--- config.mk ---
export PLATFORM = sky130hd
export DESIGN_NAME = serial_subtractor
export DESIGN_NICKNAME = d
export VERILOG_FILES = /design/src/rtl/serial_subtractor_pkg.sv /design/src/rtl/serial_subtractor_full_sub.sv /design/src/rtl/serial_subtractor.sv
export SDC_FILE = /design/constraint.sdc
export NUM_CORES = 1
export LEC_CHECK = 0
export ABC_CLOCK_PERIOD_IN_PS = 6050
export CORE_AREA = 2 2 69 71
export CTS_CLUSTER_DIAMETER = 80
export DETAILED_ROUTE_END_ITERATION = 6
export DIE_AREA = 0 0 71 73
export PLACE_DENSITY = 0.68
export SYNTH_ARGS = -nofsm -noshare
export SYNTH_HDL_FRONTEND = slang
export SYNTH_SLANG_ARGS = --single-unit
--- constraint.sdc ---
create_clock -name clk -period 6.05 [get_ports clk]
set_input_delay 0.9075 -clock clk [delete_from_list [all_inputs] [get_ports clk]]
set_output_delay 0.9075 -clock clk [all_outputs]
set_load 0.1 [all_outputs]
--- src/rtl/serial_subtractor_pkg.sv ---
// Shared types and constants for the bit-serial subtractor.
// The FSM state encoding, default width and counter-width helper live here.
package serial_subtractor_pkg;

   typedef enum logic [1:0] {
      ST_IDLE  = 2'd0,
      ST_SHIFT = 2'd1,
      ST_DONE  = 2'd2
   } state_e;

   localparam int DEFAULT_WIDTH = 8;

   // Bit counter must be at least one bit wide even when WIDTH is 1.
   function automatic int cnt_width(input int w);
      return (w <= 1) ? 1 : $clog2(w);
   endfunction

endpackage

--- src/rtl/serial_subtractor_full_sub.sv ---
// One-bit full-subtractor cell, iterated by serial_subtractor once per bit.
module full_sub (
   input  logic x,
   input  logic y,
   input  logic bin,
   output logic d,
   output logic bout
);

   assign d    = x ^ y ^ bin;
   assign bout = (~x & y) | (~(x ^ y) & bin);

endmodule

--- src/rtl/serial_subtractor.sv ---
// Bit-serial subtractor: computes a - b - borrow_in LSB first, one bit per clock,
// through a single full_sub cell, and reports borrow and signed overflow.
module serial_subtractor
   import serial_subtractor_pkg::*;
#(
   parameter int WIDTH = DEFAULT_WIDTH
) (
   input  logic             clk,
   input  logic             rst,
   input  logic             start,
   input  logic [WIDTH-1:0] a,
   input  logic [WIDTH-1:0] b,
   input  logic             borrow_in,
   output logic [WIDTH-1:0] diff,
   output logic             borrow_out,
   output logic             overflow,
   output logic             busy,
   output logic             done
);

   localparam int             CW   = cnt_width(WIDTH);
   localparam logic [CW-1:0]  LAST = CW'(WIDTH - 1);

   state_e           state_q, state_d;
   logic [CW-1:0]    cnt_q, cnt_d;
   logic [WIDTH-1:0] a_q, a_d;
   logic [WIDTH-1:0] b_q, b_d;
   logic [WIDTH-1:0] res_q, res_d;
   logic [WIDTH-1:0] diff_q, diff_d;
   logic             bin_q, bin_d;
   logic             bout_q, bout_d;
   logic             ovf_q, ovf_d;

   logic             cell_x, cell_y, cell_d, cell_bout;
   logic [WIDTH-1:0] res_shift;

   // Operands stay in place; the counter selects the bit under process so the
   // MSBs remain available for the overflow check at the end.
   assign cell_x = a_q[cnt_q];
   assign cell_y = b_q[cnt_q];

   full_sub u_full_sub (
      .x    (cell_x),
      .y    (cell_y),
      .bin  (bin_q),
      .d    (cell_d),
      .bout (cell_bout)
   );

   genvar gi;
   generate
      for (gi = 0; gi < WIDTH - 1; gi++) begin : g_shift
         assign res_shift[gi] = res_q[gi + 1];
      end
   endgenerate
   assign res_shift[WIDTH-1] = cell_d;

   always_comb begin
      state_d = state_q;
      cnt_d   = cnt_q;
      a_d     = a_q;
      b_d     = b_q;
      res_d   = res_q;
      bin_d   = bin_q;
      diff_d  = diff_q;
      bout_d  = bout_q;
      ovf_d   = ovf_q;
      busy    = 1'b0;
      done    = 1'b0;

      case (state_q)
         ST_IDLE: begin
            if (start) begin
               a_d     = a;
               b_d     = b;
               bin_d   = borrow_in;
               cnt_d   = '0;
               res_d   = '0;
               state_d = ST_SHIFT;
            end
         end
         ST_SHIFT: begin
            busy  = 1'b1;
            res_d = res_shift;
            bin_d = cell_bout;
            cnt_d = cnt_q + CW'(1);
            if (cnt_q == LAST) begin
               diff_d  = res_shift;
               bout_d  = cell_bout;
               ovf_d   = (a_q[WIDTH-1] ^ b_q[WIDTH-1]) & (cell_d ^ a_q[WIDTH-1]);
               state_d = ST_DONE;
            end
         end
         ST_DONE: begin
            busy    = 1'b1;
            done    = 1'b1;
            state_d = ST_IDLE;
         end
         default: begin
            state_d = ST_IDLE;
         end
      endcase
   end

   always_ff @(posedge clk) begin
      if (rst) begin
         state_q <= ST_IDLE;
         cnt_q   <= '0;
         a_q     <= '0;
         b_q     <= '0;
         res_q   <= '0;
         bin_q   <= 1'b0;
         diff_q  <= '0;
         bout_q  <= 1'b0;
         ovf_q   <= 1'b0;
      end else begin
         state_q <= state_d;
         cnt_q   <= cnt_d;
         a_q     <= a_d;
         b_q     <= b_d;
         res_q   <= res_d;
         bin_q   <= bin_d;
         diff_q  <= diff_d;
         bout_q  <= bout_d;
         ovf_q   <= ovf_d;
      end
   end

   assign diff       = diff_q;
   assign borrow_out = bout_q;
   assign overflow   = ovf_q;

endmodule

==> impl_metrics.env <==
export IMPL_cts_sinks=39
export IMPL_cts_setup_buffers=0
export IMPL_coreArea_um2=4540
export IMPL_p_per_area_nw_per_um2=380
export IMPL_ys_ff_latch=39
export IMPL_synth_compound_area_share_pct=14.9
export IMPL_arrival_ns=2.19
export IMPL_grt_total_usage_pct=13.7
export IMPL_path_clk_slew_ns=0.08
export IMPL_cts_tree="built"
export IMPL_worst_slew_pin_slew_ns=0.965
export IMPL_finalSetupViolCount=0
export IMPL_drv_cap=0
export IMPL_synthXorXnorAreaFrac_pct=0
export IMPL_critPathKind="reg -> out"
export IMPL_rsz0062_at_grt="false"
export IMPL_yosys_area_share_adder_pct=6.48
export IMPL_gr_total_overflow=0
export IMPL_netlist_area_leader_share_pct=47.0
export IMPL_start_util_pct=36.6
export IMPL_ys_seq_area_share_pct=47.0
export IMPL_gp_congestion=0.739
export IMPL_timing_fmax_ghz=0.323
export IMPL_die_w_um=71
export IMPL_syn_num_nets=215
export IMPL_firstDrtPassIters=4
export IMPL_grt_pass1_vias=1317
export IMPL_cts_buffers=5
export IMPL_final_min_clock_period_ns=3.10
export IMPL_finClkSkew_ns=0.00690
export IMPL_drt_wl_total_um=3180
export IMPL_post_cts_resized=0
export IMPL_critPathMaxFanout=4
export IMPL_root_buffer="clkbuf_8"
export IMPL_antenna_found_initial=0
export IMPL_ctsHtreeMaxLevel=2
export IMPL_placed_cells=260
export IMPL_synth_top_family_by_area="simple AND/OR/NAND/NOR gates"
export IMPL_synth_area_um2=1660
export IMPL_cts_buffer_depth=2
export IMPL_postRouteAntennaNets=0
export IMPL_antenna_cells=0
export IMPL_syn_to_final_growth_pct=26.7
export IMPL_fin_ws_ns=2.95
export IMPL_synth_distinct_cells=25
export IMPL_post_synth_and_or_nand_nor_area_fraction_pct=19.1
export IMPL_synth_area_top_cells="dfxtp_1, nand2_1, a21oi_1, mux4_1, ha_1"
export IMPL_pre_cts_ws_ns=3.27
export IMPL_layoutNonFillerInstCount=268
export IMPL_required_ns=5.14
export IMPL_holdBufCountCts=0
export IMPL_grt_pass1_wl_um=5590
export IMPL_die_area_um2=5180
export IMPL_slew_violations=0
export IMPL_wl_per_cell_um=11.9
export IMPL_final_hold_viol_count=0
export IMPL_ir_drop_uv=212
export IMPL_vias_per_cell=4.94
export IMPL_end_kind="output port"
export IMPL_port_buffer_count=31
export IMPL_vias=1325
export IMPL_hpwl_um=2150
export IMPL_muxShareOfSynthArea_pct=8.21
export IMPL_syn_inst=187
export IMPL_chipHeight_um=73
export IMPL_nFillCells=459
export IMPL_rows=25
export IMPL_leakage_nw=0.778
export IMPL_finalSetupTns_ns=0
export IMPL_grt_max_degree=40
export IMPL_finalCritPeriodShare_pct=51.2
export IMPL_yosys_area_top_type="dfxtp_1"
export IMPL_avgSynthCellArea_um2=8.88
export IMPL_drive_gt1_share_pct=4.67
export IMPL_drc_errors=0
export IMPL_yosys_warnings=0
export IMPL_start_kind="flop"
export IMPL_drtIter0Drc=84
export IMPL_hold_path_class="reg -> reg"
export IMPL_clock_latency_ns=0.29
export IMPL_ios=32
export IMPL_nets=241
export IMPL_maxSlewHeadroom_pct=35.5
export IMPL_status="complete, no violations"
-- cell families (layout without fill, tap and decap cells) --
group	count (synthesis)	after routing
mux	7	7
simple gates	76	76
fa+ha+maj	8	8
buf+inv	16	43
flops	39	39
compound gates	41	41
-- path summary, 6_finish.rpt --
path	start	end	slack, ns	depth (start not counted)
worst min-delay path	diff[0]$_SDFFE_PP0P_	diff[0]$_SDFFE_PP0P_	0.45	2
worst max-delay path	state_q[0]$_SDFFE_PP0P_	busy	2.95	3
worst max register to register	cnt_q[0]$_SDFFE_PP0P_	overflow$_SDFFE_PP0P_	3.55	6
worst min register to register	diff[0]$_SDFFE_PP0P_	diff[0]$_SDFFE_PP0P_	0.45	2
-- sequential cells by signal, summed over array words and instances, names as in the netlist --
register    cells
res_q           7
a_q             8
bin_q           1
overflow        1
borrow_out      1
b_q             8
state_q         2
cnt_q           3
diff            8
-- metrics by stage --
stage | hold WS [ns] | area [um2] | util, % | power (mW)
floorplan | 0.432 | 1660 | - | 0.532
global placement | 0.440 | 1990 | 43.8 | 0.578
detailed placement | 0.445 | 1990 | 43.8 | 0.585
CTS | 0.459 | 2100 | 46.4 | 0.810
global route | 0.477 | 2100 | 46.4 | 0.845
finish | 0.453 | 2100 | 46.4 | 0.800
-- power by group --
group / switching, mW / total [mW] / internal (mW)
combinational: 0.175 / 0.267 / 0.0920
clock: 0.0888 / 0.222 / 0.133
sequential: 0.0226 / 0.310 / 0.288
-- Yosys cell counts, drive strengths merged --
cell type  count
and2           2
nand2b         2
o21ai          2
buf            4
ha             7
a21oi         27
mux4           4
clkbuf         9
dfxtp         39
nor2          12
nor2b          2
and3           1
inv            3
nand3          2
nor3           2
a2111oi        1
nand3b         1
fa             1
a32oi          9
mux2i          2
a211oi         2
mux2           1
and3b          1
nand2         51
-- cell type report --
type | instances | area [um2] | share of cell area [%]
Clock buffer | 6 | 82.6 | 3.93
Clock inverter | 2 | 35.0 | 1.67
Inverter | 3 | 11.3 | 0.535
Multi-Input combinational cell | 132 | 808 | 38.4
Sequential cell | 39 | 781 | 37.1
Tap cell | 54 | 67.6 | 3.21
Timing Repair Buffer | 32 | 318 | 15.1
-- layer usage --
layer / global-route usage, % / share of wire, % / vias up
li1: - / - / 691
met1: 15.0 / 45 / 598
met2: 24.1 / 48 / 27
met3: 5.11 / 4.7 / 9
met4: 5.66 / 2.1 / 0
met5: 0 / 0 / -
-- worst max-delay path: stages (launching register included) --
cell and delay, ns:
dfxtp_1 0.38, inv_1 0.10, ha_1 0.29, clkdlybuf4s50_1 1.12
-- placed cells by master, fill, tap and decap left out, types with 2 or more instances in the layout --
cell type,n
nand2_1,51
nand2b_1,2
nor2_1,12
clkbuf_8,6
a211oi_1,2
mux2i_1,2
ha_1,7
o21ai_0,2
a21oi_1,27
clkdlybuf4s50_1,31
a32oi_1,9
and2_1,2
mux4_1,4
inv_1,3
nor2b_1,2
nand3_1,2
dfxtp_1,39
nor3_1,2
(Power assumes the default switching activity.)
